`config.mk`:
```
export PLATFORM = sky130hd
export DESIGN_NAME = xaui_rx_framer_flat
export DESIGN_NICKNAME = d
export VERILOG_FILES = /design/src/rtl/xaui_rx_framer_pkg.sv /design/src/rtl/xaui_rx_framer_if.sv /design/src/rtl/xaui_rx_framer_stat_cnt32.sv /design/src/rtl/xaui_rx_framer.sv /design/src/flat_wrapper.sv
export SDC_FILE = /design/constraint.sdc
export NUM_CORES = 1
export LEC_CHECK = 0
export BUFFER_PORTS_ARGS = -buffer_cell sky130_fd_sc_hd__clkbuf_2
export CORE_MARGIN = 5
export CORE_UTILIZATION = 50
export DETAILED_ROUTE_END_ITERATION = 6
export GPL_TIMING_DRIVEN = 0
export MAX_ROUTING_LAYER = met4
export PLACE_DENSITY = 0.79
export SLEW_MARGIN = 20
export SYNTH_ARGS = -nofsm -noshare
export SYNTH_HDL_FRONTEND = slang
export SYNTH_SLANG_ARGS = --single-unit
export TNS_END_PERCENT = 30
```
`constraint.sdc`:
```
create_clock -name clk -period 2.2 [get_ports clk]
set_input_delay 0.11 -clock clk [delete_from_list [all_inputs] [get_ports clk]]
set_output_delay 0.11 -clock clk [all_outputs]
set_load 0.02 [all_outputs]
```
`src/rtl/xaui_rx_framer_pkg.sv`:
```
// Shared definitions for the XAUI receive framer: word type codes, metadata
// field positions, state encoding and length/valid entry layout.
package xaui_rx_framer_pkg;

    typedef enum logic [1:0] {
        IDLE_S = 2'd0,
        PKT_S  = 2'd1,
        DROP_S = 2'd2
    } state_t;

    localparam logic [1:0] TYPE_META = 2'b01;
    localparam logic [1:0] TYPE_MID  = 2'b11;
    localparam logic [1:0] TYPE_TAIL = 2'b10;

    localparam int META_PORT_HI    = 127;
    localparam int META_PORT_LO    = 124;
    localparam int META_LEN_HI     = 123;
    localparam int META_LEN_LO     = 113;
    localparam int META_OUTPORT_HI = 55;
    localparam int META_OUTPORT_LO = 47;
    localparam int META_TS_HI      = 31;
    localparam int META_TS_LO      = 0;

    typedef struct packed {
        logic        good;
        logic [10:0] len;
    } valid_entry_t;

    // LEN and OUTPORT are left zero; the downstream block fills them in.
    function automatic logic [133:0] build_meta(input logic [3:0] port_id, input logic [31:0] ts);
        logic [133:0] w;
        w = 134'd0;
        w[133:132] = TYPE_META;
        w[META_PORT_HI:META_PORT_LO] = port_id;
        w[META_LEN_HI:META_LEN_LO] = 11'd0;
        w[META_OUTPORT_HI:META_OUTPORT_LO] = 9'd0;
        w[META_TS_HI:META_TS_LO] = ts;
        return w;
    endfunction

    function automatic logic [133:0] build_word(input logic [1:0] typ, input logic [3:0] emp,
                                                input logic [127:0] data);
        return {typ, emp, data};
    endfunction

endpackage

```
`src/rtl/xaui_rx_framer_if.sv`:
```
// MAC receive stream plus packet/length FIFO write side of the framer.
interface xaui_rx_framer_if;
    logic         in_mac_valid;
    logic         in_mac_sop;
    logic         in_mac_eop;
    logic [3:0]   in_mac_empty;
    logic         in_mac_err;
    logic [127:0] in_mac_data;
    logic         out_xaui_pkt_wr;
    logic [133:0] out_xaui_pkt;
    logic         in_xaui_pkt_almostfull;
    logic         out_xaui_pkt_valid_wr;
    logic [11:0]  out_xaui_pkt_valid;

    modport slave (
        input  in_mac_valid, in_mac_sop, in_mac_eop, in_mac_empty, in_mac_err, in_mac_data,
        input  in_xaui_pkt_almostfull,
        output out_xaui_pkt_wr, out_xaui_pkt, out_xaui_pkt_valid_wr, out_xaui_pkt_valid
    );

    modport master (
        output in_mac_valid, in_mac_sop, in_mac_eop, in_mac_empty, in_mac_err, in_mac_data,
        output in_xaui_pkt_almostfull,
        input  out_xaui_pkt_wr, out_xaui_pkt, out_xaui_pkt_valid_wr, out_xaui_pkt_valid
    );
endinterface

```
`src/rtl/xaui_rx_framer_stat_cnt32.sv`:
```
// Wrapping 32-bit event counter used for the framer statistics.
module xaui_rx_framer_stat_cnt32 (
    input  logic        clk,
    input  logic        reset,
    input  logic        inc,
    output logic [31:0] count
);
    // Count one event per cycle in which inc is high.
    always_ff @(posedge clk or negedge reset) begin
        if (!reset) begin
            count <= 32'd0;
        end else if (inc) begin
            count <= count + 32'd1;
        end else begin
            count <= count;
        end
    end
endmodule

```
`src/rtl/xaui_rx_framer.sv`:
```
// Converts the MAC SOP/EOP word stream into meta/middle/tail packet words
// with one length/valid entry per frame; admits or drops whole frames.
module xaui_rx_framer
    import xaui_rx_framer_pkg::*;
#(
    parameter logic [3:0] PORT_ID   = 4'd0,
    parameter int         MAX_WORDS = 96,
    parameter int         MIN_BYTES = 64
) (
    input  logic              clk,
    input  logic              reset,
    xaui_rx_framer_if.slave   bus,
    output logic [31:0]       out_frame_cnt,
    output logic [31:0]       out_err_cnt,
    output logic [31:0]       out_drop_cnt
);
    localparam logic [10:0] LAST_BASE = 11'((MAX_WORDS - 1) * 16);
    localparam logic [10:0] TRUNC_LEN = 11'(MAX_WORDS * 16);
    localparam logic [10:0] MIN_LEN   = 11'(MIN_BYTES);

    state_t       state_r, state_s;
    logic [127:0] s_data_r, s_data_s;
    logic [10:0]  byte_cnt_r, byte_cnt_s;
    logic         tail_pend_r, tail_pend_s;
    logic [3:0]   tail_emp_r, tail_emp_s;
    valid_entry_t tail_entry_r, tail_entry_s;
    logic [31:0]  ts_r;
    logic         pkt_wr_r, pkt_wr_s;
    logic [133:0] pkt_r, pkt_s;
    logic         vwr_r, vwr_s;
    valid_entry_t val_r, val_s;
    logic         inc_frame_s, inc_err_s, inc_drop_s;
    logic         acc_sop_s;
    logic [10:0]  len_base_s, eop_len_s;
    logic         eop_good_s;

    assign acc_sop_s  = bus.in_mac_valid & bus.in_mac_sop;
    // Bytes already held by the frame: none at SOP, the counter once inside it.
    assign len_base_s = (state_r == PKT_S) ? byte_cnt_r : 11'd0;
    assign eop_len_s  = len_base_s + 11'd16 - {7'd0, bus.in_mac_empty};
    assign eop_good_s = !bus.in_mac_err && (eop_len_s >= MIN_LEN);

    // Next-state, staging and output-word selection.
    always_comb begin
        state_s      = state_r;
        s_data_s     = s_data_r;
        byte_cnt_s   = byte_cnt_r;
        tail_pend_s  = 1'b0;
        tail_emp_s   = tail_emp_r;
        tail_entry_s = tail_entry_r;
        pkt_wr_s     = 1'b0;
        pkt_s        = pkt_r;
        vwr_s        = 1'b0;
        val_s        = val_r;
        inc_frame_s  = 1'b0;
        inc_err_s    = 1'b0;
        inc_drop_s   = 1'b0;

        if (tail_pend_r) begin
            pkt_wr_s    = 1'b1;
            pkt_s       = build_word(TYPE_TAIL, tail_emp_r, s_data_r);
            vwr_s       = 1'b1;
            val_s       = tail_entry_r;
            inc_frame_s = tail_entry_r.good;
            inc_err_s   = !tail_entry_r.good;
        end else begin
            vwr_s = 1'b0;
        end

        case (state_r)
            IDLE_S: begin
                if (acc_sop_s) begin
                    // A SOP colliding with the tail write is dropped like a full FIFO.
                    if (bus.in_xaui_pkt_almostfull || tail_pend_r) begin
                        inc_drop_s = 1'b1;
                        state_s    = bus.in_mac_eop ? IDLE_S : DROP_S;
                    end else begin
                        pkt_wr_s   = 1'b1;
                        pkt_s      = build_meta(PORT_ID, ts_r);
                        s_data_s   = bus.in_mac_data;
                        byte_cnt_s = 11'd16;
                        if (bus.in_mac_eop) begin
                            tail_pend_s       = 1'b1;
                            tail_emp_s        = bus.in_mac_empty;
                            tail_entry_s.good = eop_good_s;
                            tail_entry_s.len  = eop_len_s;
                            state_s           = IDLE_S;
                        end else begin
                            state_s = PKT_S;
                        end
                    end
                end else begin
                    state_s = IDLE_S;
                end
            end
            PKT_S: begin
                if (bus.in_mac_valid) begin
                    pkt_wr_s = 1'b1;
                    pkt_s    = build_word(TYPE_MID, 4'd0, s_data_r);
                    if (bus.in_mac_sop) begin
                        // Missing EOP: close the old frame with a dummy tail.
                        s_data_s          = 128'd0;
                        tail_pend_s       = 1'b1;
                        tail_emp_s        = 4'hF;
                        tail_entry_s.good = 1'b0;
                        tail_entry_s.len  = byte_cnt_r + 11'd1;
                        inc_drop_s        = 1'b1;
                        state_s           = bus.in_mac_eop ? IDLE_S : DROP_S;
                    end else if (bus.in_mac_eop) begin
                        s_data_s          = bus.in_mac_data;
                        tail_pend_s       = 1'b1;
                        tail_emp_s        = bus.in_mac_empty;
                        tail_entry_s.good = eop_good_s;
                        tail_entry_s.len  = eop_len_s;
                        state_s           = IDLE_S;
                    end else if (byte_cnt_r == LAST_BASE) begin
                        s_data_s          = bus.in_mac_data;
                        tail_pend_s       = 1'b1;
                        tail_emp_s        = 4'd0;
                        tail_entry_s.good = 1'b0;
                        tail_entry_s.len  = TRUNC_LEN;
                        state_s           = DROP_S;
                    end else begin
                        s_data_s   = bus.in_mac_data;
                        byte_cnt_s = byte_cnt_r + 11'd16;
                    end
                end else begin
                    state_s = PKT_S;
                end
            end
            DROP_S: begin
                if (bus.in_mac_valid && bus.in_mac_eop) begin
                    state_s = IDLE_S;
                end else begin
                    state_s = DROP_S;
                end
            end
            default: begin
                state_s = IDLE_S;
            end
        endcase
    end

    // State, staging register, timestamp and registered outputs.
    always_ff @(posedge clk or negedge reset) begin
        if (!reset) begin
            state_r      <= IDLE_S;
            s_data_r     <= 128'd0;
            byte_cnt_r   <= 11'd0;
            tail_pend_r  <= 1'b0;
            tail_emp_r   <= 4'd0;
            tail_entry_r <= '0;
            ts_r         <= 32'd0;
            pkt_wr_r     <= 1'b0;
            pkt_r        <= 134'd0;
            vwr_r        <= 1'b0;
            val_r        <= '0;
        end else begin
            state_r      <= state_s;
            s_data_r     <= s_data_s;
            byte_cnt_r   <= byte_cnt_s;
            tail_pend_r  <= tail_pend_s;
            tail_emp_r   <= tail_emp_s;
            tail_entry_r <= tail_entry_s;
            ts_r         <= ts_r + 32'd1;
            pkt_wr_r     <= pkt_wr_s;
            pkt_r        <= pkt_s;
            vwr_r        <= vwr_s;
            val_r        <= val_s;
        end
    end

    assign bus.out_xaui_pkt_wr       = pkt_wr_r;
    assign bus.out_xaui_pkt          = pkt_r;
    assign bus.out_xaui_pkt_valid_wr = vwr_r;
    assign bus.out_xaui_pkt_valid    = val_r;

    xaui_rx_framer_stat_cnt32 u_frame_cnt (.clk(clk), .reset(reset), .inc(inc_frame_s), .count(out_frame_cnt));
    xaui_rx_framer_stat_cnt32 u_err_cnt   (.clk(clk), .reset(reset), .inc(inc_err_s),   .count(out_err_cnt));
    xaui_rx_framer_stat_cnt32 u_drop_cnt  (.clk(clk), .reset(reset), .inc(inc_drop_s),  .count(out_drop_cnt));

endmodule

```
`src/flat_wrapper.sv`:
```
// flat-port wrapper written by rule: the top's interface ports become plain ports
module xaui_rx_framer_flat import xaui_rx_framer_pkg::*;
#(
    parameter logic [3:0] PORT_ID   = 4'd0,
    parameter int         MAX_WORDS = 96,
    parameter int         MIN_BYTES = 64
)
  (clk, reset, out_frame_cnt, out_err_cnt, out_drop_cnt, bus_in_mac_valid, bus_in_mac_sop, bus_in_mac_eop, bus_in_mac_empty, bus_in_mac_err, bus_in_mac_data, bus_in_xaui_pkt_almostfull, bus_out_xaui_pkt_wr, bus_out_xaui_pkt, bus_out_xaui_pkt_valid_wr, bus_out_xaui_pkt_valid);
  xaui_rx_framer_if bus_i ();
  input  logic clk;
  input  logic reset;
  output logic [31:0] out_frame_cnt;
  output logic [31:0] out_err_cnt;
  output logic [31:0] out_drop_cnt;
  input wire logic [$bits(bus_i.in_mac_valid)-1:0] bus_in_mac_valid;
  input wire logic [$bits(bus_i.in_mac_sop)-1:0] bus_in_mac_sop;
  input wire logic [$bits(bus_i.in_mac_eop)-1:0] bus_in_mac_eop;
  input wire logic [$bits(bus_i.in_mac_empty)-1:0] bus_in_mac_empty;
  input wire logic [$bits(bus_i.in_mac_err)-1:0] bus_in_mac_err;
  input wire logic [$bits(bus_i.in_mac_data)-1:0] bus_in_mac_data;
  input wire logic [$bits(bus_i.in_xaui_pkt_almostfull)-1:0] bus_in_xaui_pkt_almostfull;
  output wire logic [$bits(bus_i.out_xaui_pkt_wr)-1:0] bus_out_xaui_pkt_wr;
  output wire logic [$bits(bus_i.out_xaui_pkt)-1:0] bus_out_xaui_pkt;
  output wire logic [$bits(bus_i.out_xaui_pkt_valid_wr)-1:0] bus_out_xaui_pkt_valid_wr;
  output wire logic [$bits(bus_i.out_xaui_pkt_valid)-1:0] bus_out_xaui_pkt_valid;
  assign bus_i.in_mac_valid = bus_in_mac_valid;
  assign bus_i.in_mac_sop = bus_in_mac_sop;
  assign bus_i.in_mac_eop = bus_in_mac_eop;
  assign bus_i.in_mac_empty = bus_in_mac_empty;
  assign bus_i.in_mac_err = bus_in_mac_err;
  assign bus_i.in_mac_data = bus_in_mac_data;
  assign bus_i.in_xaui_pkt_almostfull = bus_in_xaui_pkt_almostfull;
  assign bus_out_xaui_pkt_wr = bus_i.out_xaui_pkt_wr;
  assign bus_out_xaui_pkt = bus_i.out_xaui_pkt;
  assign bus_out_xaui_pkt_valid_wr = bus_i.out_xaui_pkt_valid_wr;
  assign bus_out_xaui_pkt_valid = bus_i.out_xaui_pkt_valid;
  xaui_rx_framer #(.PORT_ID(PORT_ID), .MAX_WORDS(MAX_WORDS), .MIN_BYTES(MIN_BYTES)) u_core (.clk(clk), .reset(reset), .bus(bus_i), .out_frame_cnt(out_frame_cnt), .out_err_cnt(out_err_cnt), .out_drop_cnt(out_drop_cnt));
endmodule
```
==> results of run 1 <==
[critical path: cells and delay by family, from the launching register on]
family          cells  cell delay [ns]
flops               1             0.44
buf+inv             2             0.26
fa+ha+maj           1             0.30
simple gates        5             0.71
compound gates      2             0.47
[state kept, by name (all words and copies together), names as in the netlist]
name,cells
u_core.bus.out_xaui_pkt,134
u_core.s_data_r,128
u_core.ts_r,32
u_core.u_drop_cnt.count,32
u_core.u_err_cnt.count,32
u_core.u_frame_cnt.count,32
u_core.bus.out_xaui_pkt_valid,12
u_core.tail_entry_r,12
u_core.byte_cnt_r,7
u_core.tail_emp_r,4
u_core.state_r,2
u_core.bus.out_xaui_pkt_valid_wr,1
u_core.bus.out_xaui_pkt_wr,1
u_core.tail_pend_r,1
[final cells by class]
| class | instances | share of cell area [%] |
|---|---|---|
| plain buffers | 101 | 2.27 |
| inverters | 29 | 0.452 |
| flip-flops and latches | 430 | 44.7 |
| clock inverters | 13 | 0.530 |
| well taps | 461 | 2.39 |
| diodes | 2 | 0.0208 |
| multi-input cells | 1276 | 29.4 |
| clock buffers | 68 | 5.83 |
| repair buffers | 532 | 14.4 |
[power groups by stage]
stage / combinational (mW) / sequential [mW] / clock (mW)
after detailed placement: 6.51 / 11.9 / 0
after global placement: 6.27 / 11.8 / 0
after CTS: 6.79 / 11.8 / 7.95
after floorplan: 2.32 / 13.0 / 0
after global routing: 7.57 / 12.1 / 8.31
final: 6.95 / 11.9 / 7.86
[timing repair]
item                       in CTS  in global routing
gates resized for setup        36                 75
gates cloned                    0                  0
setup buffers                   9                  1
pin swaps                       8                  6
hold endpoints to repair      220                  0
hold buffers                  136                  0
setup endpoints to repair     247                270
[cells in the final DEF, fill, tap and decap left out, types with 17 or more instances in the layout]
cell type and count:
a21o_1 18, a22o_1 17, a22oi_1 33, clkbuf_1 40, clkbuf_16 47, clkbuf_2 409
clkbuf_8 18, dfrtp_1 428, dlygate4sd3_1 136, inv_1 27, nand2_1 549, nand3_1 167
nand4_1 23, nor2_1 57, o21ai_0 95, xnor2_1 86, xor2_1 42
[cell families (layout without fill, tap and decap cells)]
group | after synthesis | after routing
other cells | 1 | 4
flops | 430 | 430
buf+inv | 131 | 743
mux | 22 | 22
compound gates | 213 | 213
simple gates | 895 | 895
fa+ha+maj | 15 | 15
xor+xnor | 129 | 129
[layer usage]
layer / GRT usage (%) / part of all wire [%] / up-vias
met5: - / 0 / -
met4: 14.4 / 5.2 / 0
met3: 6.22 / 8.0 / 241
met2: 46.8 / 48 / 895
met1: 37.2 / 39 / 8104
li1: - / - / 7287
[stage by stage]
stage / power [mW] / utilization, % / worst slack [ns] / hold slack (ns) / cell area [sq um]
after global routing: 28.0 / 67.4 / -0.163 / 0.246 / 24100
after CTS: 26.5 / 66.9 / -0.0968 / 0.112 / 23900
final: 26.7 / 67.4 / -0.120 / 0.187 / 24100
after detailed placement: 18.4 / 58.4 / -0.507 / 0.243 / 20900
after global placement: 18.1 / 58.0 / -8.37 / 0.332 / 20700
after floorplan: 15.4 / - / 0.00199 / -0.186 / 18300
[path summary, 6_finish.rpt]
path,to,slack (ns),depth (start not counted)
max in group asynchronous,u_core.s_data_r[118]$_DFFE_PN0P_,1.01,3
setup reg to reg,u_core.tail_entry_r[11]$_DFFE_PN0P_,-0.12,10
min in group clk,u_core.u_drop_cnt.count[0]$_DFFE_PN0P_,0.19,4
hold / removal,u_core.u_err_cnt.count[12]$_DFFE_PN0P_,0.19,2
setup / recovery,u_core.tail_entry_r[11]$_DFFE_PN0P_,-0.12,10
hold reg to reg,u_core.bus.out_xaui_pkt_valid_wr$_DFF_PN0_,0.38,0
[cells in the mapped netlist, drive strengths merged (5+ instances only)]
master | n | share of area (%)
nand2 | 554 | 11
dfrtp | 430 | 59
nand3 | 167 | 4.6
o21ai | 98 | 2.7
xnor2 | 87 | 4.2
clkbuf | 66 | 1.4
nor2 | 58 | 1.2
xor2 | 42 | 2.0
buf | 36 | 1.0
a22oi | 33 | 1.4
inv | 29 | 0.60
nand4 | 25 | 0.98
a21o | 18 | 0.74
a21oi | 18 | 0.49
and4 | 18 | 0.89
a22o | 17 | 0.82
and3 | 17 | 0.58
mux2 | 15 | 0.93
ha | 14 | 0.96
nor3 | 14 | 0.41
and2 | 9 | 0.31
mux2i | 7 | 0.38
nor2b | 7 | 0.24
nor4 | 5 | 0.34
or3 | 5 | 0.20
==> out/qor.yml, run 1 <==
finish:
  nets: 2569
  multi_input_area_sq_mm: 0.00709
  area_growth_pct: 32.3
  regArea_sq_mm: 0.0108
  fill_cells: 2592
  drive_gt1_share_pct: 24.4
  final_cells: 2912
routing:
  drc_errors: 0
  drt-initial-drc-count: 1206
  firstDrtPassIters: 7
  via_per_inst: 5.68
  wire_per_inst_um: 20.5
  postRouteAntennaNets: 0
  wirelength_mm: 59.8
  num_vias: 16500
setup_path:
  crit_chain: "nor2b_2, clkbuf_8, buf_12, nand2_4, ha_4, nand2_2, and3_4, a221o_1, nor4_2, a41oi_2"
  worst_setup_path_start_kind: "flip-flop"
  crit_path_max_fanout: 6
  cpPeakStageDelay_ns: 0.44
  critPathKind: "reg2reg"
  cp.arrival_ns: 2.75
  critical_path_required_ns: 2.63
  end_kind: "flip-flop"
  cp-startpoint: "u_core.state_r[1]$_DFFE_PN0P_"
  cp_slowest_cell: "dfrtp_2"
  r2r-start: "u_core.state_r[1]$_DFFE_PN0P_"
floorplanning:
  die_h_um: 201
  initial_core_util_pct: 50.9
  rows: 69
  fp.dieW_um: 201
  die_area_sq_mm: 0.0403
  core_sq_mm: 0.0357
  ios: 383
run:
  drv_cap: 0
power:
  power.internal_mw: 17.2
  switching_share_pct: 35.5
  ir_worst_vdd_mv: 0.915
  leakage_nw: 12.5
  seqPwrFrac_pct: 44.5
  p_clk_share_pct: 29.4
  p_switching_mw: 9.48
  p_per_area_mw_per_mm2: 1110
  p_comb_share_pct: 26.0
global_routing:
  track_usage_pct: 29.8
  antenna_found_initial: 2
  grt_pass1_wl_mm: 94.0
  grt_max_degree: 96
  gr-total-overflow: 0
  first_global_vias: 17100
placement:
  place_hpwl_mm: 39.5
  place_congestion: 0.920
  io_buffers: 382
  dp.cells: 2684
logic_synthesis:
  post_synth_instance_area_sq_mm: 0.0182
  async_flop_share_pct: 100
  synth-seq-cells: 430
  synth-adder-area-share_pct: 1.07
  synth_mux_area_share_pct: 1.31
  synth_cells: 1836
  seq_area_frac_synth_pct: 59.1
  synth_top_family_by_area: "simple AND/OR/NAND/NOR gates"
  synth.yosys.warnings: 0
  yosys.area_share.simple_pct: 21.9
  synth.avg_cell_area_sq_um: 9.92
  synthFlopType: "dfrtp_1"
  synth-xor-area-share_pct: 6.20
  synth-compound-area-share_pct: 7.44
  synth.distinct_cells: 60
  synth_edf_count: 0
sta:
  rsz0062_at_grt: "true"
  layout_setup_ws_ns: -0.120
  setup_viol: 4
  fmax_mhz: 431
  min_period_over_period_pct: 105
  hold_viol: 0
  tns_ns: -0.212
  finClkSkew_ns: 0.0323
  maxSlewViolCount: 0
  timing.final.crit_period_ns: 2.32
  worst_slew_pin_slew_ns: 0.783
  relSlewSlack_pct: 47.8
clocking:
  clock-sinks: 430
  clk_pin_slew_worst_paths_ns: 0.06
  clockBufferDepth: 3
  cts_max_level: 2
  numCtsBuffers: 45
  clock-root-buffer: "clkbuf_16"
  clk_latency_ns: 0.59
  cts_tree: "done"
worst_hold_path:
  hold_path_class: "in2async"
run_status:
  status: "finished with violations"
  violations: "setup timing"
No activity file was read; power rests on OpenSTA's default activity.
==> run 2, diff against run 1 <==
--- a/config.mk
+++ b/config.mk
@@ -12,6 +12,7 @@
 export GPL_TIMING_DRIVEN = 0
 export MAX_ROUTING_LAYER = met4
 export PLACE_DENSITY = 0.79
+export SKIP_LAST_GASP = 1
 export SLEW_MARGIN = 20
 export SYNTH_ARGS = -nofsm -noshare
 export SYNTH_HDL_FRONTEND = slang
==> out/qor.yml, run 2 (synthesis results as in run 1) <==
sta:
  rsz0062_at_grt: "true"
  fmax_mhz: 437  # +1.4%
  maxSlewViolCount: 0  # unchanged
  timing.final.crit_period_ns: 2.29  # -0.0323 ns
  min_period_over_period_pct: 104  # -1.5 points
  finClkSkew_ns: 0.0324  # +0.0000858 ns
  setup_viol: 4  # unchanged
  hold_viol: 0  # unchanged
  layout_setup_ws_ns: -0.0878  # +0.0323 ns
  worst_hold_slack_ns: 0.190  # +0.00365 ns
  relSlewSlack_pct: 49.5  # +1.7 points
  worst_slew_pin_slew_ns: 0.757  # -0.0252 ns
setup_path:
  critical-path-top-delay-family: "simple AND/OR/NAND/NOR gates"
  cp-startpoint: "u_core.state_r[0]$_DFFE_PN0P_"
  ff2ff_setup_slack_ns: -0.09  # +0.03 ns
  crit_path_frequent_cell: "buf_4"
  critPathKind: "reg2reg"
  cpPeakStageDelay_ns: 0.39  # -0.05 ns
  end_kind: "flip-flop"
  crit_path_end: "u_core.tail_entry_r[11]$_DFFE_PN0P_"
  worst_setup_path_start_kind: "flip-flop"
  crit_path_max_fanout: 12  # +6
  cp_slowest_cell: "dfrtp_1"
  critical_path_required_ns: 2.63  # about the same
  r2r_cells: 9  # -1
  crit_chain: "buf_4, nand3b_1, buf_4, ha_4, nand2_2, nor2_1, a221o_1, nor4_2, a41oi_2"
  critPathBufInv: 2  # unchanged
  r2r-start: "u_core.state_r[0]$_DFFE_PN0P_"
  cp.arrival_ns: 2.71  # -0.04 ns
  r2r-end: "u_core.tail_entry_r[11]$_DFFE_PN0P_"
  crit_cells: 9  # -1
finish:
  drive_gt1_share_pct: 24.2  # -0.18 points
  largest_reg_flops: 134  # unchanged
  area_growth_pct: 32.3  # about the same
  final_cell_mix: "nand2_1 (549), dfrtp_1 (428), clkbuf_2 (402)"
  final_common_cell: "nand2_1"
  nets: 2571  # +0.078%
run:
  drv_cap: 0  # unchanged
floorplanning:
  die_h_um: 201  # unchanged
  rows: 69  # unchanged
  fp.dieW_um: 201  # unchanged
  ios: 383  # unchanged
  initial_core_util_pct: 50.9  # unchanged
  die_area_sq_mm: 0.0403  # unchanged
  core_sq_mm: 0.0357  # unchanged
global_routing:
  first_global_vias: 17100  # -0.064%
  grt_pass1_wl_mm: 94.1  # about the same
  antenna_found_initial: 2  # unchanged
  track_usage_pct: 29.8  # about the same
  grt_max_degree: 96  # unchanged
  gr-total-overflow: 0  # unchanged
clocking:
  clockBufferDepth: 3  # unchanged
  clk_pin_slew_worst_paths_ns: 0.06  # about the same
  cts_max_level: 2  # unchanged
  clock-root-buffer: "clkbuf_16"
  cts_tree: "done"
  clock-sinks: 430  # unchanged
  numCtsBuffers: 45  # unchanged
  clk_latency_ns: 0.58  # about the same
power:
  totalPowerFinal_mw: 26.8  # +0.18%
  leakage_nw: 12.4  # -0.46%
  p_per_area_mw_per_mm2: 1110  # +0.18%
  ir_worst_vdd_mv: 0.919  # +0.44%
run_status:
  violations: "setup timing"
  status: "finished with violations"
placement:
  io_buffers: 382  # unchanged
  place_congestion: 0.920  # unchanged
  place_hpwl_mm: 39.5  # unchanged
routing:
  num_vias: 16600  # +0.66%
  drt-initial-drc-count: 1294  # +7.3%
  firstDrtPassIters: 5  # -2
  wire_per_inst_um: 20.6  # +0.25%
  via_per_inst: 5.71  # +0.59%
  drc_errors: 0  # unchanged
  wirelength_mm: 60.0  # +0.32%
  postRouteAntennaNets: 0  # unchanged
worst_hold_path:
  hp-start: "bus_in_xaui_pkt_almostfull"
  hold_path_class: "in2reg"
==> run 2: layout make-up <==
| class | instances | area [sq um] |
|---|---|---|
| antenna | 2 | 5.00 |
| clock inverter | 13 | 128 |
| timing repair buffer | 534 | 3490 |
| clock buffer | 68 | 1410 |
| multi-input combinational | 1276 | 7070 |
| tap | 461 | 577 |
| sequential | 430 | 10800 |
| buffer | 101 | 547 |
| fill | 2591 | 11600 |
| inverter | 29 | 109 |
==> run 2: how the worst min path moves through the flow <==
stage | endpoint | slack, ns | depth (start not counted)
2_1_floorplan | u_core.bus.out_xaui_pkt[0]$_DFF_PN0_ | -0.19 | 0
3_3_place_gp | u_core.s_data_r[94]$_DFFE_PN0P_ | 0.33 | 3
3_5_place_dp | u_core.u_err_cnt.count[11]$_DFFE_PN0P_ | 0.24 | 1
4_1_cts | u_core.u_drop_cnt.count[0]$_DFFE_PN0P_ | 0.11 | 4
5_1_grt | u_core.u_drop_cnt.count[0]$_DFFE_PN0P_ | 0.25 | 4
6_report | u_core.u_drop_cnt.count[0]$_DFFE_PN0P_ | 0.19 | 4
==> run 2: per-stage QoR <==
step,cell area (sq um),utilization [%],setup WS (ns),instances,TNS (ns)
global placement,20700,58.0,-8.37,2680,-3615.54
floorplan,18300,-,0.00199,1837,0
CTS,23900,66.8,-0.0968,2909,-2.08
global route,24100,67.4,-0.155,2914,-1.98
finish,24100,67.4,-0.0878,2914,-0.114
detailed placement,20900,58.4,-0.507,2684,-54.97
==> run 2: where the power goes <==
part | internal, mW | switching (mW)
Combinational | 2.34 | 4.64
Clock | 4.64 | 3.23
Sequential | 10.3 | 1.64
Total | 17.2 | 9.51
==> run 2: routing by layer <==
layer,GRT usage [%],up-vias,part of all wire (%)
li1,-,7305,-
met1,37.3,8184,39
met3,6.22,244,7.8
met4,14.4,0,5.1
met2,46.8,903,48
met5,-,-,0
==> run 2: timing repair <==
item,in CTS,in global routing
hold buffers,136,0
resized for setup,28,76
hold endpoints to repair,220,0
setup endpoints to repair,247,272
pin swaps,8,6
buffers inserted,9,3
==> run 2: tightest hold or removal path, stage by stage <==
cell	delay [ns]
clkbuf_2	0.14
or3_1	0.15
and2_1	0.21
xor2_1	0.09
==> run 3, diff against run 2 <==
--- a/config.mk
+++ b/config.mk
@@ -7,13 +7,12 @@
 export LEC_CHECK = 0
 export BUFFER_PORTS_ARGS = -buffer_cell sky130_fd_sc_hd__clkbuf_2
 export CORE_MARGIN = 5
-export CORE_UTILIZATION = 50
+export CORE_UTILIZATION = 55
 export DETAILED_ROUTE_END_ITERATION = 6
 export GPL_TIMING_DRIVEN = 0
 export MAX_ROUTING_LAYER = met4
-export PLACE_DENSITY = 0.79
+export PLACE_DENSITY = 0.82
 export SKIP_LAST_GASP = 1
-export SLEW_MARGIN = 20
 export SYNTH_ARGS = -nofsm -noshare
 export SYNTH_HDL_FRONTEND = slang
 export SYNTH_SLANG_ARGS = --single-unit
==> constraint.sdc (replaced) <==
create_clock -name clk -period 2.45 [get_ports clk]
set_input_delay 0.1225 -clock clk [delete_from_list [all_inputs] [get_ports clk]]
set_output_delay 0.1225 -clock clk [all_outputs]
set_load 0.02 [all_outputs]
==> out/qor.yml, run 3 (synthesis results as in run 1) <==
routing:
  firstDrtPassIters: 7  # +2
  drc_errors: 0  # unchanged
  wire_per_inst_um: 20.8  # +1.2%
  postRouteAntennaNets: 0  # unchanged
  via_per_inst: 5.75  # +0.78%
  num_vias: 16600  # -0.32%
  drt-initial-drc-count: 1318  # +1.9%
  wirelength_mm: 60.0  # about the same
floorplanning:
  fp.dieW_um: 192  # -4.4%
  rows: 66  # -4.3%
  die_area_sq_mm: 0.0368  # -8.7%
  initial_core_util_pct: 55.8  # +4.9 points
  ios: 383  # unchanged
  core_sq_mm: 0.0326  # -8.7%
  die_h_um: 192  # -4.4%
clocking:
  clockBufferDepth: 3  # unchanged
  clock-sinks: 430  # unchanged
  clk_pin_slew_worst_paths_ns: 0.06  # about the same
  numCtsBuffers: 44  # -2.2%
  clock-root-buffer: "clkbuf_16"
  cts_max_level: 2  # unchanged
  cts_tree: "done"
  clk_latency_ns: 0.53  # -0.05 ns
setup_path:
  cp.arrival_ns: 2.85  # +0.14 ns
  crit_path_max_fanout: 10  # -2
  r2r-start: "u_core.state_r[0]$_DFFE_PN0P_"
  ff2ff_setup_slack_ns: 0.06  # +0.15 ns
  cp-startpoint: "u_core.state_r[0]$_DFFE_PN0P_"
  cp_slowest_cell: "clkbuf_1"
  critPathKind: "reg2reg"
  critical_path_required_ns: 2.91  # +0.28 ns
  crit_chain: "nor2b_1, buf_4, buf_4, nand2_1, clkbuf_2, clkbuf_1, nand3_1, nand2_1"
  cpPeakStageDelay_ns: 0.47  # +0.08 ns
  end_kind: "flip-flop"
  worst_setup_path_start_kind: "flip-flop"
finish:
  final_common_cell: "nand2_1"
  largest_reg_flops: 134  # unchanged
  multi_input_area_sq_mm: 0.00698  # -1.4%
  fin_util_pct: 72.7  # +5.3 points
  final_cell_mix: "nand2_1 (550), dfrtp_1 (428), clkbuf_2 (385)"
  regArea_sq_mm: 0.0108  # unchanged
  nets: 2565  # -0.23%
  fill_cells: 2218  # -14%
  drive_gt1_share_pct: 22.3  # -2.0 points
  area_growth_pct: 30.2
power:
  leakage_nw: 12.2  # -1.6%
  p_per_area_mw_per_mm2: 991  # -11%
  ir_worst_vdd_mv: 0.708  # -23%
run_status:
  status: "finished, final reports clean"
sta:
  maxSlewViolCount: 0  # unchanged
  fmax_mhz: 419  # -4.1%
  worst_slew_pin_slew_ns: 0.810  # +0.0522 ns
  min_period_over_period_pct: 97.4  # -6.6 points
  relSlewSlack_pct: 46.0  # -3.5 points
  timing.final.crit_period_ns: 2.39  # +0.0974 ns
  rsz0062_at_grt: "true"
  setup_viol: 0  # -4
  hold_viol: 0  # unchanged
  worst_hold_slack_ns: 0.0557  # -0.135 ns
  layout_setup_ws_ns: 0.0648  # +0.153 ns
  tns_ns: 0  # +0.114 ns
  finClkSkew_ns: 0.0105  # -0.0219 ns
global_routing:
  first_global_vias: 17100  # +0.21%
  gr-total-overflow: 0  # unchanged
  grt_pass1_wl_mm: 93.5  # -0.58%
  grt_max_degree: 105  # +9.4%
  use_met1_pct: 41.5  # +4.2 points
  antenna_found_initial: 1  # -1
  gr-max-usage-layer: "met2"
  use_met3_pct: 7.05  # +0.83 points
  met2_usage_pct: 52.3  # +5.5 points
  track_usage_pct: 33.2  # +3.4 points
placement:
  place_ws_ns: -0.444  # +0.0636 ns
  place_hpwl_mm: 39.1  # -1.1%
  place_congestion: 0.897  # -2.5%
  io_buffers: 382  # unchanged
worst_hold_path:
  hold_path_class: "in2reg"
  hp-start: "bus_in_mac_empty[0]"
run:
  drv_cap: 0  # unchanged
==> run 3: power by group <==
group / switching (mW) / internal (mW) / leakage (nW)
clock network: 2.72 / 3.84 / 0.683
registers: 1.47 / 9.21 / 5.65
logic: 4.18 / 2.06 / 5.88
total: 8.38 / 15.1 / 12.2
==> run 3: final timing paths <==
| path | end | cells past startpoint |
|---|---|---|
| max reg2reg | u_core.s_data_r[92]$_DFFE_PN0P_ | 8 |
| min | u_core.tail_entry_r[0]$_DFFE_PN0P_ | 4 |
| max in group asynchronous | u_core.s_data_r[18]$_DFFE_PN0P_ | 4 |
| max | u_core.s_data_r[92]$_DFFE_PN0P_ | 8 |
| min reg2reg | u_core.bus.out_xaui_pkt_valid_wr$_DFF_PN0_ | 0 |
| min in group asynchronous | u_core.u_err_cnt.count[13]$_DFFE_PN0P_ | 2 |
==> run 3: cell type report <==
type                            count  share of cell area (%)
Clock inverter                     10                   0.459
Buffer                            101                    1.93
Sequential cell                   430                    45.4
Tap cell                          442                    2.33
Inverter                           29                   0.459
Multi-Input combinational cell   1276                    29.4
Clock buffer                       64                    5.43
Timing Repair Buffer              529                    14.5
Antenna cell                        1                  0.0106
==> run 3: per-stage QoR <==
stage | cell area [sq um] | power (mW) | cells
2_1_floorplan | 18200 | 13.8 | 1837
3_3_place_gp | 20700 | 16.2 | 2661
3_5_place_dp | 20800 | 16.5 | 2665
4_1_cts | 23600 | 23.2 | 2874
5_1_grt | 23700 | 24.6 | 2882
6_report | 23700 | 23.5 | 2882
==> run 3: timing repair <==
item | CTS | global route
setup buffers | 0 | 7
hold buffers | 136 | 0
hold endpoints to repair | 206 | 0
resized for setup | 9 | 26
pin swaps | 0 | 4
endpoints found under the setup margin | 98 | 199
==> run 3: worst max-delay path, delay by kind of cell (launching register included) <==
kind / cells / cell delay (ns)
and+or+nand+nor: 4 / 0.68
buffers and inverters: 4 / 1.19
DFF: 1 / 0.44
==> run 3: metal layers <==
| metal | wire (um) | up-vias |
|---|---|---|
| li1 | - | 7294 |
| met1 | 22500 | 8026 |
| met2 | 28700 | 993 |
| met3 | 5500 | 269 |
| met4 | 3260 | 0 |
| met5 | 0 | - |
